--- src/rtl/uart_pkg.sv ---
// Shared definitions for the UART transmit path: FSM state encoding,
// default bit period for the 100 MHz board clock and the line idle level.
package uart_pkg;

    // Transmit FSM states. NEXT is a zero-length decision point that is
    // resolved on the same edge that leaves STOP, so it is never held.
    typedef enum logic [2:0] {
        ST_IDLE   = 3'd0,
        ST_START  = 3'd1,
        ST_DATA   = 3'd2,
        ST_PARITY = 3'd3,
        ST_STOP   = 3'd4,
        ST_NEXT   = 3'd5
    } uart_state_e;

    // 100 MHz / 115200 baud.
    localparam int UART_CLKS_PER_BIT_100MHZ = 868;

    // A UART line rests at mark (high) between frames and during reset.
    localparam logic UART_LINE_IDLE = 1'b1;

    // Byte-index width; a single-byte word still gets a 1-bit index.
    function automatic int byte_idx_width(input int bytes);
        return (bytes > 1) ? $clog2(bytes) : 1;
    endfunction

endpackage

--- src/rtl/uart_bit_timer.sv ---
// Reloadable bit-period down-counter. Held at its reload value while
// load is high; otherwise counts down and strobes bit_done for one cycle
// every CLKS_PER_BIT cycles, reloading itself at each bit boundary.
module uart_bit_timer #(
    parameter int CLKS_PER_BIT = 868
) (
    input  logic clk,
    input  logic reset,
    input  logic load,
    output logic bit_done
);

    localparam int               CNT_W  = $clog2(CLKS_PER_BIT);
    localparam logic [CNT_W-1:0] RELOAD = CNT_W'(CLKS_PER_BIT - 1);

    logic [CNT_W-1:0] cnt_q;
    logic [CNT_W-1:0] cnt_d;

    // Next count: reload when parked or at a bit boundary, else decrement.
    always_comb begin
        if (load || (cnt_q == '0)) begin
            cnt_d = RELOAD;
        end else begin
            cnt_d = cnt_q - 1'b1;
        end
    end

    assign bit_done = !load && (cnt_q == '0);

    // Count register.
    // NOTE: state registers use non-blocking (<=) so every flop samples the
    // pre-edge values; blocking here would create order-dependent races.
    always_ff @(posedge clk or negedge reset) begin
        if (!reset) begin
            cnt_q <= RELOAD;
        end else begin
            cnt_q <= cnt_d;
        end
    end

endmodule

--- src/rtl/uart_word_tx.sv ---
// uart_word_tx: serialises WORD_WIDTH-bit words LSB-byte-first as 8-bit UART
// frames (start, 8 data LSB first, optional even parity, STOP_BITS stop bits)
// with no gap between the bytes of one word. Reports idle / word-sent pulse /
// wrapping sent-word count. All outputs are registered.
// Optional feature: define UART_TX_PARITY_EN for 8E1/8E2 frames; the default
// build produces 8N1/8N2 frames and contains no parity logic.
module uart_word_tx
    import uart_pkg::*;
#(
    parameter int WORD_WIDTH   = 32,
    parameter int CLKS_PER_BIT = UART_CLKS_PER_BIT_100MHZ,
    parameter int STOP_BITS    = 1,
    parameter int COUNT_WIDTH  = 8
) (
    input  logic                   clk,
    input  logic                   reset,
    input  logic [WORD_WIDTH-1:0]  in_data,
    input  logic                   in_valid,
    output logic                   in_ready,
    output logic                   uartTxPin,
    output logic                   ledIdle,
    output logic                   sentFlag,
    output logic [COUNT_WIDTH-1:0] sendCounter
);

    localparam int BYTES      = WORD_WIDTH / 8;
    localparam int BYTE_IDX_W = byte_idx_width(BYTES);

    localparam logic [BYTE_IDX_W-1:0] LAST_BYTE = BYTE_IDX_W'(BYTES - 1);
    localparam logic [2:0]            LAST_STOP = 3'(STOP_BITS - 1);

    uart_state_e            state_q,    state_d;
    logic [WORD_WIDTH-1:0]  shift_q,    shift_d;
    logic [2:0]             bit_idx_q,  bit_idx_d;
    logic [BYTE_IDX_W-1:0]  byte_idx_q, byte_idx_d;
    logic                   tx_q,       tx_d;
    logic                   ready_q,    ready_d;
    logic                   sent_q,     sent_d;
    logic [COUNT_WIDTH-1:0] count_q,    count_d;

    logic       bit_done;
    logic [7:0] cur_byte;

    // Bit timer runs only while a frame is on the line.
    uart_bit_timer #(
        .CLKS_PER_BIT (CLKS_PER_BIT)
    ) u_bit_timer (
        .clk      (clk),
        .reset    (reset),
        .load     (state_q == ST_IDLE),
        .bit_done (bit_done)
    );

    // Next-state, datapath and registered-output values.
    // NOTE: every signal gets a default before the case so no path leaves
    // one unassigned, which would otherwise infer a latch.
    always_comb begin
        state_d    = state_q;
        shift_d    = shift_q;
        bit_idx_d  = bit_idx_q;
        byte_idx_d = byte_idx_q;
        sent_d     = 1'b0;
        count_d    = count_q;

        case (state_q)
            ST_IDLE: begin
                if (in_valid) begin
                    shift_d    = in_data;
                    byte_idx_d = '0;
                    bit_idx_d  = '0;
                    state_d    = ST_START;
                end
            end

            ST_START: begin
                if (bit_done) begin
                    bit_idx_d = '0;
                    state_d   = ST_DATA;
                end
            end

            ST_DATA: begin
                if (bit_done) begin
                    if (bit_idx_q == 3'd7) begin
                        bit_idx_d = '0;
`ifdef UART_TX_PARITY_EN
                        state_d   = ST_PARITY;
`else
                        state_d   = ST_STOP;
`endif
                    end else begin
                        bit_idx_d = bit_idx_q + 3'd1;
                    end
                end
            end

`ifdef UART_TX_PARITY_EN
            ST_PARITY: begin
                if (bit_done) begin
                    bit_idx_d = '0;
                    state_d   = ST_STOP;
                end
            end
`endif

            ST_STOP: begin
                // bit_idx counts stop bits here.
                if (bit_done) begin
                    if (bit_idx_q == LAST_STOP) begin
                        // Zero-length NEXT decision resolved on this edge.
                        if (byte_idx_q != LAST_BYTE) begin
                            byte_idx_d = byte_idx_q + 1'b1;
                            shift_d    = shift_q >> 8;
                            bit_idx_d  = '0;
                            state_d    = ST_START;
                        end else begin
                            sent_d  = 1'b1;
                            count_d = count_q + 1'b1;
                            state_d = ST_IDLE;
                        end
                    end else begin
                        bit_idx_d = bit_idx_q + 3'd1;
                    end
                end
            end

            default: begin
                state_d = ST_IDLE;
            end
        endcase

        // Line level for the state being entered, so the pin is a flop.
        cur_byte = shift_d[7:0];
        case (state_d)
            ST_START:  tx_d = 1'b0;
            ST_DATA:   tx_d = cur_byte[bit_idx_d];
`ifdef UART_TX_PARITY_EN
            ST_PARITY: tx_d = ^cur_byte;
`endif
            default:   tx_d = UART_LINE_IDLE;
        endcase

        ready_d = (state_d == ST_IDLE);
    end

    // State, datapath and output registers.
    // NOTE: the shift register is reset along with the control flops; it is
    // a single word, so the reset costs little and keeps simulation X-free.
    always_ff @(posedge clk or negedge reset) begin
        if (!reset) begin
            state_q    <= ST_IDLE;
            shift_q    <= '0;
            bit_idx_q  <= '0;
            byte_idx_q <= '0;
            tx_q       <= UART_LINE_IDLE;
            ready_q    <= 1'b1;
            sent_q     <= 1'b0;
            count_q    <= '0;
        end else begin
            state_q    <= state_d;
            shift_q    <= shift_d;
            bit_idx_q  <= bit_idx_d;
            byte_idx_q <= byte_idx_d;
            tx_q       <= tx_d;
            ready_q    <= ready_d;
            sent_q     <= sent_d;
            count_q    <= count_d;
        end
    end

    assign uartTxPin   = tx_q;
    assign in_ready    = ready_q;
    assign ledIdle     = ready_q;
    assign sentFlag    = sent_q;
    assign sendCounter = count_q;

endmodule

--- config.mk ---
export PLATFORM = sky130hd
export DESIGN_NAME = uart_word_tx
export DESIGN_NICKNAME = d
export VERILOG_FILES = /design/src/rtl/uart_pkg.sv /design/src/rtl/uart_bit_timer.sv /design/src/rtl/uart_word_tx.sv
export SDC_FILE = /design/constraint.sdc
export NUM_CORES = 1
export LEC_CHECK = 0
export CAP_MARGIN = 20
export CORE_MARGIN = 10
export CORE_UTILIZATION = 47
export CTS_CLUSTER_DIAMETER = 60
export DETAILED_ROUTE_END_ITERATION = 10
export PLACE_DENSITY = 0.71
export SETUP_SLACK_MARGIN = 0.15
export SLEW_MARGIN = 20
export SYNTH_ARGS = -nofsm -noshare
export SYNTH_HDL_FRONTEND = slang
export SYNTH_SLANG_ARGS = --single-unit
--- constraint.sdc ---
create_clock -name clk -period 7.87 [get_ports clk]
set_input_delay 0.787 -clock clk [delete_from_list [all_inputs] [get_ports clk]]
set_output_delay 0.787 -clock clk [all_outputs]
set_load 0.02 [all_outputs]
* After elaboration in Yosys (flattened, before gate mapping)
Cells that the tools add are included.
Storage, ports and cells: flip-flop bits (word level) 61, bits of input ports 35, output and inout bits 12
Operators by class: add/sub/neg operators 4, muxes and demuxes 34, $lt $le $gt $ge 1, bitwise gates (word level) 1, eq/ne operators 11, reductions and logical operators 10
Operators by type and width (count):
- $mux W32 | 4
- $pmux W32 S2 | 1
- $mux W3 | 13
- $pmux W3 S4 | 2
- $logic_not A10 Y1 | 1
- $mux W10 | 1
- $ne A2 B2 Y1 const B | 5
- $sub A10 B1 Y10 const B | 1
- $logic_not A3 Y1 | 3
- $add A8 B1 Y8 const B | 1
- $mux W2 | 4
- $eq A3 B1 Y1 const B | 2
- $eq A3 B2 Y1 const B | 2
- $eq A3 B3 Y1 const B | 2
- $mux W1 | 6
- $reduce_and A5 Y1 | 1
- $lt A3 B4 Y1 const B | 1
- $pmux W2 S2 | 1
- $reduce_and A4 Y1 | 1
- $add A3 B1 Y3 const B | 1
- $bmux W1 S3 | 1
- $add A2 B1 Y2 const B | 1
- $pmux W1 S2 | 1
- $reduce_bool A2 Y1 | 1
- other kinds (4) | 4

* Longest topological paths before layout
depth after elaboration 8, mapped depth 9, gate-level depth less buffers 9

* Cells and area by module
A second synthesis with hierarchy kept.
Unflattened totals: cell total of the unflattened synthesis 293, area, all modules 3007.9 µm²
Modules (own cells, without submodules):
- uart_word_tx | area an instance 2478.6 µm², instances 1, cells an instance 240
- uart_bit_timer | area an instance 529.3 µm², instances 1, cells an instance 53

* Worst setup path after synthesis
No wires, ideal clock.
kind reg2reg, start point register bit_idx_q[0], end point register tx_q (netlist: uartTxPin), buffers on the path 0, clock period less this slack 2604 ps, slack 5266 ps, arrival time 2511 ps, setup time 93 ps, required time 7777 ps, stages on the path, launching flop included 10, path through dfrtp_1 -> inv_1 -> ha_1 -> or4b_2 -> nor4_4 -> nor2_2 -> a221o_1 -> o221ai_1 -> o211a_1 -> a21oi_1
On the way: word-level cells in the longest chain between the ends 7, elaborated cells on any way between the ends 24, classes of those cells 1 x add/sub; 3 x eq/ne; 19 x mux; 1 x reduce/logical
RTL lines:
- start: declaration | line uart_word_tx.sv:34 | logic [2:0] bit_idx_q, bit_idx_d;
- start signal: assignment | line uart_word_tx.sv:162 | bit_idx_q <= bit_idx_d;
- $logic_not A3 Y1 | line uart_word_tx.sv:109 | if (bit_idx_q == LAST_STOP) begin
- $mux W32 | line uart_word_tx.sv:109
- $mux W32 | line uart_word_tx.sv:108 | if (bit_done) begin
- $pmux W32 S2 | line uart_word_tx.sv:65 | case (state_q)
- via shift_d[3] | line uart_word_tx.sv:33 | logic [WORD_WIDTH-1:0] shift_q, shift_d;
- $bmux W1 S3 | line uart_word_tx.sv:136 | ST_DATA: tx_d = cur_byte[bit_idx_d];
- $mux W1 (implied by the code) | line uart_word_tx.sv:136
- $pmux W1 S2 | line uart_word_tx.sv:134 | case (state_d)
- via tx_d | line uart_word_tx.sv:36 | logic tx_q, tx_d;
- end signal: assignment | line uart_word_tx.sv:164 | tx_q <= tx_d;
- end: declaration | line uart_word_tx.sv:36
The timed path passes the listed nets, and every way through them passes these cells. The select of a mux whose other input is x is not followed. A chain may end at the register's enable or synchronous reset.

* Final worst setup path
start point register u_bit_timer.cnt_q[0], end point register tx_q (netlist: uartTxPin)
On the way: word-level cells in the longest chain between the ends 7, elaborated cells on any way between the ends 17, classes of those cells 2 x eq/ne; 13 x mux; 2 x reduce/logical
RTL lines:
- start: declaration | line uart_bit_timer.sv:16 | logic [CNT_W-1:0] cnt_q;
- start signal: assignment | line uart_bit_timer.sv:37 | cnt_q <= cnt_d;
- $logic_not A10 Y1 | line uart_bit_timer.sv:28 | assign bit_done = !load && (cnt_q == '0);
- $logic_and A1 B1 Y1 | line uart_bit_timer.sv:28
- $mux W32 | line uart_word_tx.sv:108
- $pmux W32 S2 | line uart_word_tx.sv:65
- via shift_d[1] | line uart_word_tx.sv:33
- $bmux W1 S3 | line uart_word_tx.sv:136
- $mux W1 (implied by the code) | line uart_word_tx.sv:136
- $pmux W1 S2 | line uart_word_tx.sv:134
- via tx_d | line uart_word_tx.sv:36
The timed path passes the listed nets, and every way through them passes these cells. The select of a mux whose other input is x is not followed.

==> flow_summary.toml <==
[pwr]
p_int_uw = 515
p_clk_share_pct = 44.5
p_leak_nw = 1.69
vdd_drop_max_mv = 0.102
switchingPower_uw = 133
p_sw_share_pct = 20.5
p_comb_share_pct = 5.3
power.density_mw_per_mm2 = 172
seqPwrFrac_pct = 50.3

[worst_setup_path]
cp_num_cells = 9
slowest_stage = "nor4b_1"
crit_arrival_ns = 3.21
cp-start-kind = "flop"
crit_family = "simple AND/OR/NAND/NOR gates"
path_class = "flop to flop"
path_cells = "inv_1 > ha_1 > nor4b_1 > nand4_1 > or2_1 > o211ai_1 > mux2i_1 > o211a_1 > a21oi_1"
cp-end-kind = "flop"
reg2reg_to = "uartTxPin"
rr_startpoint = "u_bit_timer.cnt_q[0]"
crit_buf_inv = 1
required_ns = 8.13
r2r_cells = 9
worstPathMaxFanout = 13
ff2ff_setup_slack_ns = 4.92
cp-endpoint = "uartTxPin"
worstSetupStartpoint = "u_bit_timer.cnt_q[0]"
slowest_delay_ns = 0.60

[grt]
grt_max_degree = 62
gr-total-overflow = 0
grt_pass1_wl_um = 11500
grt_use_total_pct = 13.8
antenna_found_initial = 0
grt_pass1_vias = 2329

[die]
row_count = 29
initial_core_util_pct = 48.1
fp.dieArea_mm2 = 0.0101
die_w_um = 100
ios = 47
core-area_mm2 = 0.00631
die-height_um = 100

[yosys]
yosys-top-cells-count = "55 x nand2_1, 53 x dfrtp_1, 17 x o21ai_0"
avgSynthCellArea_um2 = 9.92
synth_compound_area_share_pct = 16.8
syn-cell-area_mm2 = 0.00304
synth_top_family_by_area = "simple AND/OR/NAND/NOR gates"
synthTopCellsByArea = "dfrtp_1 44%, dfstp_2 6.9%, nand2_1 6.8%, a22oi_1 3.5%, xnor2_1 3.5%"
synth_seq_cells = 61
muxShareOfSynthArea_pct = 1.36
syn_inst = 306
synthAdderAreaFrac_pct = 2.47
synth_fp_nets = 347
synthXorXnorAreaFrac_pct = 4.04
synth_top_cell_by_area = "dfrtp_1"
yosysMostFrequentCell = "nand2_1"
yosys.area_share.simple_pct = 20.8
synth_cell_type_count = 55
synth_warnings = 0
async_flop_share_pct = 100
synth_flop_cell = "dfrtp_1"
synth_top_area_share_pct = 43.7
synth_edf_count = 0
ys_seq_area_share_pct = 50.6

[finish]
syn2layout_area_growth_pct = 23.8
nNetsFinal = 392
diodes = 0
drive_gt1_share_pct = 10.7
fillers = 556

[cts]
numCtsBuffers = 9
clock-sinks = 61
clk_latency_ns = 0.33
path_clk_slew_ns = 0.06
post_cts_buffers = 0
cts_tree = "done"
ctsHoldBuffers = 0
cts-resized-gates = 0
root_buffer = "clkbuf_8"
cts_max_level = 3
cts.path.max_buffers = 2

[drt]
dr.pass1.iters = 4
drc_errors = 0
wl_per_cell_um = 15.6
drt_iter0_drc = 129
ant_nets = 0
vias_per_cell = 5.49
vias = 2376
totalWireLength_um = 6770

[sta]
relSlewSlack_pct = 48.2
hold_violations = 0
timing.final.crit_period_ns = 2.95
setup_ws_ns = 4.92
tightest_slew_ns = 0.770
finalCritPeriodShare_pct = 37.5
final.setup.tns_ns = 0
rsz0062_at_grt = "no"
max_clock_freq_mhz = 339
maxSlewViolCount = 0
setup_violations = 0
clock_skew_ns = 0.00885

[place]
hpwl_um = 4750
dp_slack_ns = 4.62
gp_congestion = 0.889
portBuffers = 46

[job]
drv_cap = 0

[run_status]
status = "complete, no violations"

[worst_hold_path]
hp-class = "flop to flop"
worst register-to-register path, cell delays in order (launching register included):
cell and delay (ns):
dfstp_2 0.38, inv_1 0.05, ha_1 0.21, nor4b_1 0.60, nand4_1 0.35, or2_1 0.50
o211ai_1 0.33, mux2i_1 0.11, o211a_1 0.21, a21oi_1 0.14
logic make-up after synthesis:
group,after synthesis
flops,61
buf+inv,30
fa+ha+maj,6
compound gates,68
simple gates,123
mux,4
xor+xnor,14
power by group through the flow:
stage | logic [mW] | registers, mW | clock network (mW)
after floorplan | 0.00962 | 0.331 | 0
after global placement | 0.0348 | 0.331 | 0
after detailed placement | 0.0351 | 0.332 | 0
after CTS | 0.0352 | 0.326 | 0.294
after global routing | 0.0386 | 0.327 | 0.309
final | 0.0343 | 0.326 | 0.288
flip-flops by register name, summed over array words and instances, names as in the netlist:
register / flops
shift_q: 32
u_bit_timer.cnt_q: 10
sendCounter: 8
bit_idx_q: 3
state_q: 3
byte_idx_q: 2
in_ready: 1
sentFlag: 1
uartTxPin: 1
worst min path at each step:
stage	startpoint	depth (start not counted)	to	slack (ns)
global placement	u_bit_timer.cnt_q[0]	1	u_bit_timer.cnt_q[0]	0.44
detailed placement	u_bit_timer.cnt_q[0]	1	u_bit_timer.cnt_q[0]	0.45
finish	u_bit_timer.cnt_q[0]	1	u_bit_timer.cnt_q[0]	0.46
global route	u_bit_timer.cnt_q[0]	1	u_bit_timer.cnt_q[0]	0.49
CTS	u_bit_timer.cnt_q[0]	1	u_bit_timer.cnt_q[0]	0.46
floorplan	u_bit_timer.cnt_q[0]	1	u_bit_timer.cnt_q[0]	0.43
per-stage QoR:
| step | instance area (um^2) | hold WS [ns] | instances | utilization [%] | power, mW |
|---|---|---|---|---|---|
| floorplan | 3040 | 0.433 | 306 | - | 0.340 |
| global placement | 3550 | 0.442 | 417 | 56.3 | 0.366 |
| detailed placement | 3550 | 0.447 | 417 | 56.3 | 0.367 |
| CTS | 3760 | 0.461 | 433 | 59.6 | 0.655 |
| global route | 3760 | 0.489 | 433 | 59.6 | 0.675 |
| finish | 3760 | 0.458 | 433 | 59.6 | 0.648 |
layout make-up:
| cell class | count | area, um^2 | share of cell area, % |
|---|---|---|---|
| multi-input combinational | 215 | 1390 | 36.9 |
| timing repair buffer | 49 | 478 | 12.7 |
| clock buffer | 15 | 176 | 4.69 |
| sequential | 61 | 1540 | 40.9 |
| inverter | 15 | 56.3 | 1.50 |
| tap | 77 | 96.3 | 2.56 |
| clock inverter | 1 | 30.0 | 0.799 |
metal layers:
layer | up-vias | track usage (%) | wire [um] | part of all wire [%]
met5 | - | 0 | 0 | 0
met4 | 0 | 4.57 | 97 | 1.4
met3 | 11 | 4.81 | 392 | 5.8
met2 | 56 | 21.4 | 3180 | 47
met1 | 1135 | 17.7 | 3100 | 46
li1 | 1174 | - | - | -
cell usage in the layout (no fill, tap or decap), types with 8 or more instances in the layout:
cell type        count
nand2_1             55
dfrtp_1             53
clkdlybuf4s50_1     45
o21ai_0             17
inv_1               15
a22oi_1             14
nor2_1              12
xnor2_1             12
clkbuf_8            12
nor3_1               9
nand3_1              8
dfstp_2              8
Note: power is estimated with default switching activity, not from simulation.
